==> config.mk <==
export PLATFORM = sky130hd
export DESIGN_NAME = timer_display
export DESIGN_NICKNAME = d
export VERILOG_FILES = /design/src/rtl/timer_display_pkg.sv /design/src/rtl/timer_display_seg7_decode.sv /design/src/rtl/timer_display.sv
export SDC_FILE = /design/constraint.sdc
export NUM_CORES = 1
export LEC_CHECK = 0
export ABC_AREA = 1
export CORE_ASPECT_RATIO = 1.25
export CORE_MARGIN = 2
export CORE_UTILIZATION = 30
export CTS_CLUSTER_SIZE = 20
export DETAILED_ROUTE_END_ITERATION = 6
export GPL_TIMING_DRIVEN = 0
export PLACE_DENSITY = 0.55
export REMOVE_ABC_BUFFERS = 1
export SLEW_MARGIN = 20
export SYNTH_ARGS = -nofsm -noshare
export SYNTH_HDL_FRONTEND = slang
export SYNTH_HIERARCHICAL = 1
export SYNTH_SLANG_ARGS = --single-unit
==> constraint.sdc <==
create_clock -name clk -period 8.8 [get_ports clk]
set_input_delay 1.32 -clock clk [delete_from_list [all_inputs] [get_ports clk]]
set_output_delay 1.32 -clock clk [all_outputs]
set_load 0.01 [all_outputs]
==> src/rtl/timer_display_pkg.sv <==
// Shared constants and helpers for the MM.SS seven-segment display driver.
// Patterns are active-low {g,f,e,d,c,b,a}.
package timer_display_pkg;

  localparam int NUM_DIGITS = 4;

  typedef enum logic [1:0] {
    DIG0 = 2'd0,
    DIG1 = 2'd1,
    DIG2 = 2'd2,
    DIG3 = 2'd3
  } digit_t;

  localparam logic [6:0] SEG_0     = 7'b1000000;
  localparam logic [6:0] SEG_1     = 7'b1111001;
  localparam logic [6:0] SEG_2     = 7'b0100100;
  localparam logic [6:0] SEG_3     = 7'b0110000;
  localparam logic [6:0] SEG_4     = 7'b0011001;
  localparam logic [6:0] SEG_5     = 7'b0010010;
  localparam logic [6:0] SEG_6     = 7'b0000010;
  localparam logic [6:0] SEG_7     = 7'b1111000;
  localparam logic [6:0] SEG_8     = 7'b0000000;
  localparam logic [6:0] SEG_9     = 7'b0010000;
  localparam logic [6:0] SEG_DASH  = 7'b0111111;
  localparam logic [6:0] SEG_BLANK = 7'b1111111;

  // Any code above 9 decodes to a dash; this is the one used for out-of-range fields.
  localparam logic [3:0] BCD_DASH = 4'hF;

  function automatic logic [3:0] bcd_tens(input logic [5:0] v);
    return (v > 6'd59) ? BCD_DASH : 4'(v / 6'd10);
  endfunction

  function automatic logic [3:0] bcd_ones(input logic [5:0] v);
    return (v > 6'd59) ? BCD_DASH : 4'(v % 6'd10);
  endfunction

endpackage

==> src/rtl/timer_display_seg7_decode.sv <==
// Combinational BCD to active-low seven-segment pattern; codes 10..15 show a dash.
module seg7_decode
  import timer_display_pkg::*;
(
  input  logic [3:0] i_bcd,
  output logic [6:0] o_seg
);

  always_comb begin
    case (i_bcd)
      4'd0:    o_seg = SEG_0;
      4'd1:    o_seg = SEG_1;
      4'd2:    o_seg = SEG_2;
      4'd3:    o_seg = SEG_3;
      4'd4:    o_seg = SEG_4;
      4'd5:    o_seg = SEG_5;
      4'd6:    o_seg = SEG_6;
      4'd7:    o_seg = SEG_7;
      4'd8:    o_seg = SEG_8;
      4'd9:    o_seg = SEG_9;
      default: o_seg = SEG_DASH;
    endcase
  end

endmodule

==> src/rtl/timer_display.sv <==
// Four-digit multiplexed MM.SS display driver scanned from the 1 kHz strobe.
// Optional leading-zero blanking of the minutes tens digit: TIMER_DISPLAY_LZB_EN.
module timer_display
  import timer_display_pkg::*;
#(
  parameter int BLINK_TICKS = 500
) (
  input  logic       clk,
  input  logic       rst,
  input  logic       clk1k,
  input  logic [5:0] minutes,
  input  logic [5:0] seconds,
  input  logic       blink,
  output logic [3:0] an,
  output logic [6:0] seg,
  output logic       dp
);

  localparam int CNT_W = (BLINK_TICKS > 1) ? $clog2(BLINK_TICKS) : 1;

  logic             r_sync1, r_sync2, r_sync3;
  logic             r_started;
  digit_t           r_digit;
  logic [5:0]       r_min_snap, r_sec_snap;
  logic [3:0]       r_an;
  logic [6:0]       r_seg;
  logic             r_dp;
  logic [CNT_W-1:0] r_blink_cnt;
  logic             r_hidden;

  logic       w_tick;
  digit_t     w_next_digit;
  logic       w_enter_dig0;
  logic [5:0] w_min, w_sec;
  logic [3:0] w_code;
  logic       w_dp_n;
  logic       w_blank_lead;
  logic [6:0] w_dec_seg;
  logic [6:0] w_seg_next;
  logic [3:0] w_an_next;

  assign w_tick = r_sync2 & ~r_sync3;

  // The first tick after reset enters DIG0 rather than advancing past it.
  assign w_next_digit = r_started ? digit_t'(r_digit + 2'd1) : DIG0;
  assign w_enter_dig0 = (w_next_digit == DIG0);

  // The frame-opening tick decodes the values it is about to snapshot.
  assign w_min = w_enter_dig0 ? minutes : r_min_snap;
  assign w_sec = w_enter_dig0 ? seconds : r_sec_snap;

  // NOTE: every always_comb output gets a default first, so no path can infer a latch.
  always_comb begin
    w_code = bcd_ones(w_sec);
    w_dp_n = 1'b1;
    case (w_next_digit)
      DIG0: w_code = bcd_ones(w_sec);
      DIG1: w_code = bcd_tens(w_sec);
      DIG2: begin
        w_code = bcd_ones(w_min);
        w_dp_n = 1'b0;
      end
      DIG3: w_code = bcd_tens(w_min);
      default: w_code = BCD_DASH;
    endcase
  end

`ifdef TIMER_DISPLAY_LZB_EN
  assign w_blank_lead = (w_next_digit == DIG3) && (w_min < 6'd10);
`else
  assign w_blank_lead = 1'b0;
`endif

  seg7_decode u_decode (
    .i_bcd (w_code),
    .o_seg (w_dec_seg)
  );

  assign w_seg_next = w_blank_lead ? SEG_BLANK : w_dec_seg;
  assign w_an_next  = ~(4'b0001 << w_next_digit);

  // NOTE: state registers use non-blocking assignments so every flop samples pre-edge values.
  always_ff @(posedge clk) begin
    if (rst) begin
      r_sync1    <= 1'b0;
      r_sync2    <= 1'b0;
      r_sync3    <= 1'b0;
      r_started  <= 1'b0;
      r_digit    <= DIG0;
      r_min_snap <= '0;
      r_sec_snap <= '0;
      r_an       <= 4'b1111;
      r_seg      <= SEG_BLANK;
      r_dp       <= 1'b1;
    end else begin
      r_sync1 <= clk1k;
      r_sync2 <= r_sync1;
      r_sync3 <= r_sync2;
      if (w_tick) begin
        r_started <= 1'b1;
        r_digit   <= w_next_digit;
        r_an      <= w_an_next;
        r_seg     <= w_seg_next;
        r_dp      <= w_dp_n;
        if (w_enter_dig0) begin
          r_min_snap <= minutes;
          r_sec_snap <= seconds;
        end
      end
    end
  end

  // Blink phase clears as soon as blink drops, without waiting for a scan tick.
  always_ff @(posedge clk) begin
    if (rst || !blink) begin
      r_blink_cnt <= '0;
      r_hidden    <= 1'b0;
    end else if (w_tick) begin
      if (r_blink_cnt == CNT_W'(BLINK_TICKS - 1)) begin
        r_blink_cnt <= '0;
        r_hidden    <= ~r_hidden;
      end else begin
        r_blink_cnt <= r_blink_cnt + CNT_W'(1);
      end
    end
  end

  assign an  = r_hidden ? 4'b1111 : r_an;
  assign seg = r_seg;
  assign dp  = r_dp;

endmodule

; ---- Yosys cells after proc, flatten, opt, wreduce, memory -nomap -nowiden
; Memory sizes are Yosys's and may differ from the RTL's. A register that Yosys moved wholly into a read port is not among the register bits.
; Index checks and enable logic that the tools add are counted.
; Widths: inputs -> output; s select.
[op_classes]
shifts = 1
eq_ne = 4
n_reduce_logical = 4
magnitude_cmp = 2
n_div = 4
n_bitwise = 4
mux = 11
add_sub_neg = 2
[ops]
columns = op, n
row1 = $mux 4, 5
row2 = $pmux 4 s4, 1
row3 = $div 6x4->6 const B, 2
row4 = $gt 6x6->1 const B, 2
row5 = $mod 6x4->6 const B, 2
row6 = $mux 6, 2
row7 = $add 9x1->9 const B, 1
row8 = $eq 9x9->1 const B, 1
row9 = $mux 9, 1
row10 = $eq 2x2->1 const B, 2
row11 = $not 4->4, 1
row12 = $shl 1x2->4 const A, 1
row13 = $add 2x1->2 const B, 1
row14 = $eq 2x1->1 const B, 1
row15 = $logic_not 2->1, 1
row16 = $mux 2, 1
row17 = $not 1->1, 2
row18 = $reduce_and 2->1, 1
row19 = $and 1x1->1, 1
row20 = $logic_not 1->1, 1
row21 = $logic_or 1x1->1, 1
row22 = $mux 1, 1
[word_totals]
register_bits = 33
mem_bits_ro = 112
memories = 1
[mem_list]
columns = memory, words, word_bits, rd, rd_ports_with_merged_regs, wr, line_no
row1 = (name not given), 16, 7, 1, 1, 0, timer_display_seg7_decode.sv:10  ; case (i_bcd)

; ---- Longest topological paths before layout
; Gate-level depths: netlist of run 1.
[depth]
depth_word = 7
mapped_depth = 30
depth_no_buf = 29

; ---- Cells and area by module
; Netlist of run 1, hierarchy kept.
[by_module_without_submodules]
columns = mod, n_inst, seq_area_each_um2, area_per_inst_um2, cells_each
row1 = timer_display, 1, 780.7, 2479.9, 371
row2 = seg7_decode, 1, 0.0, 187.7, 35

; ---- Least setup slack after synthesis of run 1
; No wires, ideal clock.
[synth_timing]
path_type = input to register
start = input seconds[3]
end = register r_seg[3] (netlist: seg[3])
arrival_ns = 3.370
stages = 25
t_required_ns = 8.666
slack_ns = 5.297
setup_time_ns = 0.134
cell_sequence = inv_1 > nand2_1 > o21ai_2 > inv_2 > nand2_1 > nand2_2 > ha_1 > nand3_1 > nand3_1 > nand2_2 > nand3_1 > nand2_2 > nand2_2 > nand2_2 > nand2_1 > nand3_1 > nand2_1 > inv_1 > inv_1 > ha_1 > nand2_1 > nand3_1 > nand2_1 > nand2_1 > nand3_1
[synth_via]
elab_chain_len = 4
elab_cells_between_ends = 7
classes_between = 2 x div / 1 x order compare / 4 x mux
[synth_lines]
columns = item, line_no
row1 = "start, declared", timer_display.sv:12  ; input logic [5:0] seconds,
row2 = $mux 6 *, -
row3 = named net w_sec[3], timer_display.sv:34  ; logic [5:0] w_min, w_sec;
row4 = "$div 6x4->6, or another cell as far along", timer_display_pkg.sv:31  ; return (v > 6'd59) ? BCD_DASH : 4'(v / 6'd10);
row5 = "$mux 4, on equally long branches", "timer_display_pkg.sv:31, timer_display_pkg.sv:35"
row6 = $pmux 4 s4 *, timer_display.sv:56  ; case (w_next_digit)
row7 = named net w_code[1], timer_display.sv:35  ; logic [3:0] w_code;
row8 = "end, declared", timer_display.sv:26  ; logic [6:0] r_seg;
; Mark *: on every way through the listed nets, which the timed path passes. The rest lies on a longest branch.
; A chain may end at the register's enable or synchronous reset.

; ---- Worst setup path after layout of run 1
[layout_timing]
start = input minutes[4]
end = register r_seg[3] (netlist: seg[3])
[layout_via]
elab_chain_len = 4
elab_cells_between_ends = 7
classes_between = 2 x div / 1 x order compare / 4 x mux
[layout_lines]
columns = item, line_no
row1 = "start, declared", timer_display.sv:11  ; input logic [5:0] minutes,
row2 = $mux 6 *, -
row3 = "$div 6x4->6, or another cell as far along", timer_display_pkg.sv:31
row4 = "$mux 4, on equally long branches", "timer_display_pkg.sv:31, timer_display_pkg.sv:35"
row5 = $pmux 4 s4 *, timer_display.sv:56
row6 = named net w_code[1], timer_display.sv:35
; Marked as above.

==> flow_summary_export.csv, run 1 <==
group,metric,value,unit
placed_design,port_buffers,27,
power,swShare,0.348,
yosys,syn_inst,406,
power,p_seq_frac,0.367,
timing,timing.final.crit_share,0.451,
clock_tree,cts_resized,0,
floorplanning,die_h,109,microns
grt,grt_pass1_wl,9980,microns
placed_design,hpwlAfterDp,4320,microns
layout,final_cell_mix,"nand2_1 (94), inv_1 (65), nand3_1 (41)",
layout,fillers,965,
placed_design,dp_cells,544,
drt,drt_iter0_drc,75,
clock_tree,clk_pin_slew,0.08,ns
timing,clock_skew,0.00437,ns
grt,top_usage_layer,"met2",
grt,grt_usage,0.128,
clock_tree,cts_max_path_buffers,2,
layout,final_util,0.365,
yosys,ys_seq_area_frac,0.293,
setup_path,arrival,4.13,ns
layout,multi_input_area,1550,sq um
yosys,async_flop_share,0,
power,p_sw,0.178,mW
yosys,synth-seq-cells,39,
layout,area_growth,18.3,%
power,p_leak,1.51,nW
layout,fin_nets,459,
timing,final_hold_viol_count,0,
grt,grt_max_degree,30,
placed_design,pre_cts_ws,4.53,ns
grt,gr-total-overflow,0,
timing,period_needed,3.97,ns
clock_tree,clk_latency,0.29,ns
clock_tree,cts_sinks,39,
yosys,synth_area_leaders,"dfxtp_1 (29%), nand2_1 (13%), inv_1 (9.1%)",
power,p_clk_frac,0.294,
grt,gr-usage-met2,0.226,
drt,drcViolationCount,0,
grt,grt_pass1_vias,2334,
grt,antenna_found_initial,0,
setup_path,crit_path_end_kind,"flop",
power,combPwrFrac,0.339,
floorplanning,row_count,38,
timing,setup_ws,4.83,ns
drt,ant_nets,0,
layout,layout_commonest_cell,"nand2_1",
setup_path,crit_fanout,5,
floorplanning,core,8650,sq um
timing,slew_headroom,0.451,
drt,vias,2479,
clock_tree,cts_hold_buf,0,
clock_tree,cts_setup_buffers,0,
drt,wl_per_cell,10.2,microns
clock_tree,htreeDepth,2,
layout,seq_area,781,sq um
timing,finalMaxSlewViolations,0,
power,p_int,0.333,mW
setup_path,cp-start-kind,"primary input",
floorplanning,initial_core_util,0.308,
grt,grtUsageMet3,0.0165,
floorplanning,die_w,88.3,microns
floorplanning,ios,28,
yosys,yosys.area.top_type,"dfxtp_1",
power,vdd_ir_drop_max,0.0000704,V
layout,insertedDiodeCount,0,
yosys,synth_top_cell_area_share,0.293,
yosys,synth-warning-count,6,
timing,tns,0,ns
layout,stdcell_area,3160,sq um
drt,via_per_inst,4.49,
setup_path,worstPathRequired,8.96,ns
layout,drive_above_1_share,0.146,
placed_design,place_area,3040,sq um
yosys,synth_cell_types,34,
timing,finalSetupViolCount,0,
power,p_per_area,162,nW/um^2
clock_tree,cts.root.buffer_cell,"clkbuf_8",
setup_path,criticalPathCategory,"primary input to flop",
yosys,synth_edf_count,0,
drt,wl,5610,microns
yosys,syn_avg_cell_area,6.57,sq um
placed_design,gp_congestion,0.835,
grt,grtUsageMet1,0.151,
clock_tree,cts_buffers,5,
yosys,syn-cell-area,2670,sq um
floorplanning,die_area,9670,sq um
drt,drtPass1Iterations,4,
timing,fmax,252,MHz
layout,fin_cells,552,
timing,grt_setup_unrepaired,"no",
hold_path,hp-class,"flop to flop",
run,max-cap-violations,0,
clock_tree,cts_tree,"done",
run_status,outcome,"completed",
timing,worst_slew_pin_slew,0.822,ns
yosys,synth_ff_type,"dfxtp_1",
-- flip-flops by register name (all words and copies together) (netlist names) --
name / flops
dp: 1
r_started: 1
r_sec_snap: 6
r_digit: 2
r_hidden: 1
r_min_snap: 6
r_an: 3
seg: 7
r_blink_cnt: 9
r_sync1: 1
r_sync3: 1
r_sync2: 1
-- layout make-up --
type / count / share of cell area
multi-input combinational: 283 / 0.491
sequential: 39 / 0.247
timing repair buffer: 28 / 0.0904
inverter: 74 / 0.0880
tap: 120 / 0.0476
clock buffer: 5 / 0.0218
clock inverter: 3 / 0.0139
-- worst max-delay path, stage by stage --
cell	delay, ns
clkdlybuf4s50_1	0.51
nand2_4	0.06
nand2_4	0.08
inv_2	0.07
ha_1	0.27
nor2_1	0.19
a21oi_4	0.05
nand2_2	0.09
nand2_2	0.07
nand2_1	0.08
nand3_1	0.08
nand2_2	0.10
nand3_1	0.09
nand3_1	0.11
nand2_1	0.06
nand2_1	0.06
nand2_1	0.04
inv_1	0.09
inv_1	0.10
ha_1	0.29
nand2_1	0.06
nand3_1	0.09
nand2_1	0.05
nand2_1	0.06
nand3_1	0.07
-- cells by family (layout without fill, tap and decap cells) --
logic type,count (synthesis),after routing,share of synthesized area
XOR/XNOR,2,2,0.00657
adder cells (fa/ha/maj),12,12,0.0563
AND/OR/NAND/NOR,211,211,0.381
AO/OA/AOI/OAI,57,57,0.132
flip-flops,39,39,0.293
buffers and inverters,84,110,0.127
multiplexers,1,1,0.00375
-- Yosys cell counts, types with 2 or more instances --
| master | instances |
|---|---|
| inv_1 | 65 |
| nor3b_1 | 2 |
| nand2_4 | 8 |
| dfxtp_1 | 39 |
| clkbuf_1 | 7 |
| o21ai_2 | 7 |
| o21ai_0 | 14 |
| o21ai_1 | 4 |
| nor4_1 | 2 |
| nand2_2 | 20 |
| nor3_1 | 7 |
| nand2_1 | 94 |
| nand3_1 | 41 |
| o211ai_1 | 7 |
| xnor2_1 | 2 |
| or2_2 | 6 |
| nand4_1 | 2 |
| ha_1 | 12 |
| nand3b_1 | 2 |
| inv_2 | 8 |
| nor2_1 | 24 |
| a21oi_1 | 20 |
| nand3_2 | 2 |
-- metal layers --
metal,wire length (microns),vias up,share of wire
met5,0,-,0
met4,104,0,0.019
met3,128,8,0.023
met2,2790,29,0.50
met1,2590,1107,0.46
li1,-,1335,-
-- power by group through the flow --
stage	sequential (mW)	combinational (mW)	clock (mW)
after detailed placement	0.192	0.173	0
after floorplan	0.192	0.132	0
after CTS	0.188	0.174	0.158
after global placement	0.191	0.170	0
after global routing	0.188	0.204	0.165
final	0.187	0.173	0.150
-- per-stage QoR --
step                      hold WS [ns]  total power, mW
after floorplan                  0.388            0.324
after global placement           0.403            0.362
after detailed placement         0.412            0.365
after CTS                        0.432            0.519
after global routing             0.444            0.558
final                            0.423            0.511
-- path summary, 6_finish.rpt --
| kind | from | to | slack [ns] | cells after the start |
|---|---|---|---|---|
| max | minutes[4] | seg[3] | 4.83 | 25 |
| min | r_sync1 | r_sync2 | 0.42 | 2 |
| max reg2reg | r_digit[1] | seg[3] | 5.38 | 26 |
| min reg2reg | r_sync1 | r_sync2 | 0.42 | 2 |
Note: power is estimated with default switching activity, not from simulation.
==> inputs of run 2 (changes only) <==
- clock period: 8.8 -> 3.7 ns (I/O delays scaled with it)
==> run 2 against run 1 <==
- worst hold slack about the same
- final area increased by 0.67%
- die area unchanged
- combinational power increased by 140%
- routed wire length increased by 0.69%
- via count decreased by 0.20%
- utilization increased by 0.25 points
- critical path type is now flop to flop
==> flow_summary_export.csv, run 2 (synthesized netlist as in run 1, its figures left out) <==
group,metric,value,unit
setup_path,criticalPathCategory,"flop to flop",
drt,wl_per_cell,10.2,microns
clock_tree,clk_pin_slew,0.08,ns
setup_path,regToRegStartpoint,"r_digit[1]",
setup_path,arrival,3.46,ns
floorplanning,die_h,109,microns
timing,final_hold_viol_count,0,
power,p_leak,1.51,nW
timing,period_needed,3.30,ns
hold_path,hold_path_end,"r_sync2",
timing,fmax,303,MHz
timing,setup_ws,0.403,ns
floorplanning,die_area,9670,sq um
grt,grt_pass1_wl,9980,microns
drt,drtPass1Iterations,4,
power,p_per_area,383,nW/um^2
floorplanning,die_w,88.3,microns
timing,timing.final.crit_share,0.891,
run_status,outcome,"completed",
placed_design,pre_cts_ws,0.193,ns
setup_path,rr_endpoint,"seg[3]",
clock_tree,cts_buffers,5,
clock_tree,htreeDepth,2,
power,vdd_ir_drop_max,0.000166,V
layout,final_cell_mix,"nand2_1 (94), inv_1 (65), nand3_1 (41)",
clock_tree,cts_hold_buf,0,
layout,fillers,962,
clock_tree,cts_max_path_buffers,2,
setup_path,crit_path_end_kind,"flop",
setup_path,ff2ff_setup_slack,0.40,ns
placed_design,port_buffers,27,
setup_path,rr_worst_depth,26,
timing,tns,0,ns
layout,stdcell_area,3180,sq um
drt,ant_nets,0,
timing,fin_hold_ws,0.423,ns
placed_design,place_area,3040,sq um
timing,finalMaxSlewViolations,0,
run,max-cap-violations,0,
layout,drive_above_1_share,0.150,
clock_tree,cts_sinks,39,
setup_path,cp-start-kind,"flop",
floorplanning,ios,28,
timing,grt_setup_unrepaired,"no",
floorplanning,initial_core_util,0.308,
layout,largest_reg_flops,9,
drt,via_per_inst,4.47,
placed_design,hpwlAfterDp,4320,microns
timing,clock_skew,0.00555,ns
clock_tree,clk_latency,0.29,ns
hold_path,hold_depth,2,
layout,insertedDiodeCount,0,
hold_path,hold_start,"r_sync1",
hold_path,hp-class,"flop to flop",
layout,layout_commonest_cell,"nand2_1",
layout,fin_nets,460,
grt,gr-total-overflow,0,
placed_design,gp_congestion,0.835,
clock_tree,cts_tree,"done",
grt,grt_max_degree,30,
drt,drt_iter0_drc,76,
layout,area_growth,19.1,%
floorplanning,row_count,38,
drt,wl,5650,microns
layout,final_util,0.367,
drt,drcViolationCount,0,
floorplanning,core,8650,sq um
grt,grt_pass1_vias,2334,
timing,finalSetupViolCount,0,
timing,worst_slew_pin_slew,0.816,ns
grt,antenna_found_initial,0,
timing,slew_headroom,0.456,
setup_path,worstPathRequired,3.86,ns
layout,largest_register,"r_blink_cnt",
setup_path,crit_fanout,13,
drt,vias,2474,
clock_tree,cts.root.buffer_cell,"clkbuf_8",
grt,grt_usage,0.128,
-- run 2: area by class of cell --
| cell class | count | area, sq um | share of cell area |
|---|---|---|---|
| timing repair buffer | 28 | 285 | 0.0898 |
| sequential | 39 | 782 | 0.246 |
| tap | 120 | 150 | 0.0472 |
| clock inverter | 3 | 43.8 | 0.0138 |
| inverter | 74 | 278 | 0.0874 |
| clock buffer | 5 | 68.8 | 0.0217 |
| multi-input combinational | 284 | 1570 | 0.494 |
-- run 2: critical path, cell delays in order, from the launching register on --
cell	delay (ns)
dfxtp_1	0.43
nand2_2	0.21
nand2_8	0.20
nand2_1	0.08
o21ai_2	0.11
inv_2	0.07
nand2_1	0.11
nand2_2	0.10
ha_1	0.19
nand3_1	0.08
nand3_1	0.09
nand2_2	0.09
nand3_1	0.12
nand2_2	0.13
nand2_2	0.08
nand2_2	0.09
nand2_1	0.06
nand3_1	0.07
nand2_1	0.05
inv_1	0.09
inv_1	0.10
ha_1	0.29
nand2_1	0.06
nand3_1	0.09
nand2_1	0.05
nand2_1	0.06
nand3_1	0.07
-- run 2: worst max path at each step --
stage | startpoint | end | slack [ns] | cells past startpoint
4_1_cts | r_digit[1] | seg[3] | 0.25 | 26
3_5_place_dp | minutes[4] | seg[3] | 0.19 | 27
3_3_place_gp | r_sync2 | r_blink_cnt[6] | -0.07 | 8
5_1_grt | r_digit[1] | seg[3] | 0.007 | 26
2_1_floorplan | r_digit[1] | seg[3] | 0.71 | 27
6_report | r_digit[1] | seg[3] | 0.40 | 26
-- run 2: metal layers --
metal / vias to the layer above / share of wire / track usage
met1: 1096 / 0.46 / 0.151
met2: 30 / 0.49 / 0.226
li1: 1338 / - / -
met5: - / 0 / 0
met3: 10 / 0.025 / 0.0165
met4: 0 / 0.022 / 0.0606
-- run 2: power breakdown --
part	switching, mW	internal (mW)	leakage [nW]
Sequential	0.0104	0.436	0.319
Combinational	0.257	0.155	1.14
Clock	0.156	0.201	0.0581
-- run 2: metrics by stage --
step	instances	total power, mW
after floorplan	396	0.770
after global placement	543	0.861
after detailed placement	544	0.868
after CTS	552	1.24
after global routing	553	1.33
final	553	1.22
-- run 2: repair_timing --
item | CTS | global route
buffers inserted | 0 | 0
setup endpoints to repair | 0 | 5
resized for setup | 0 | 2
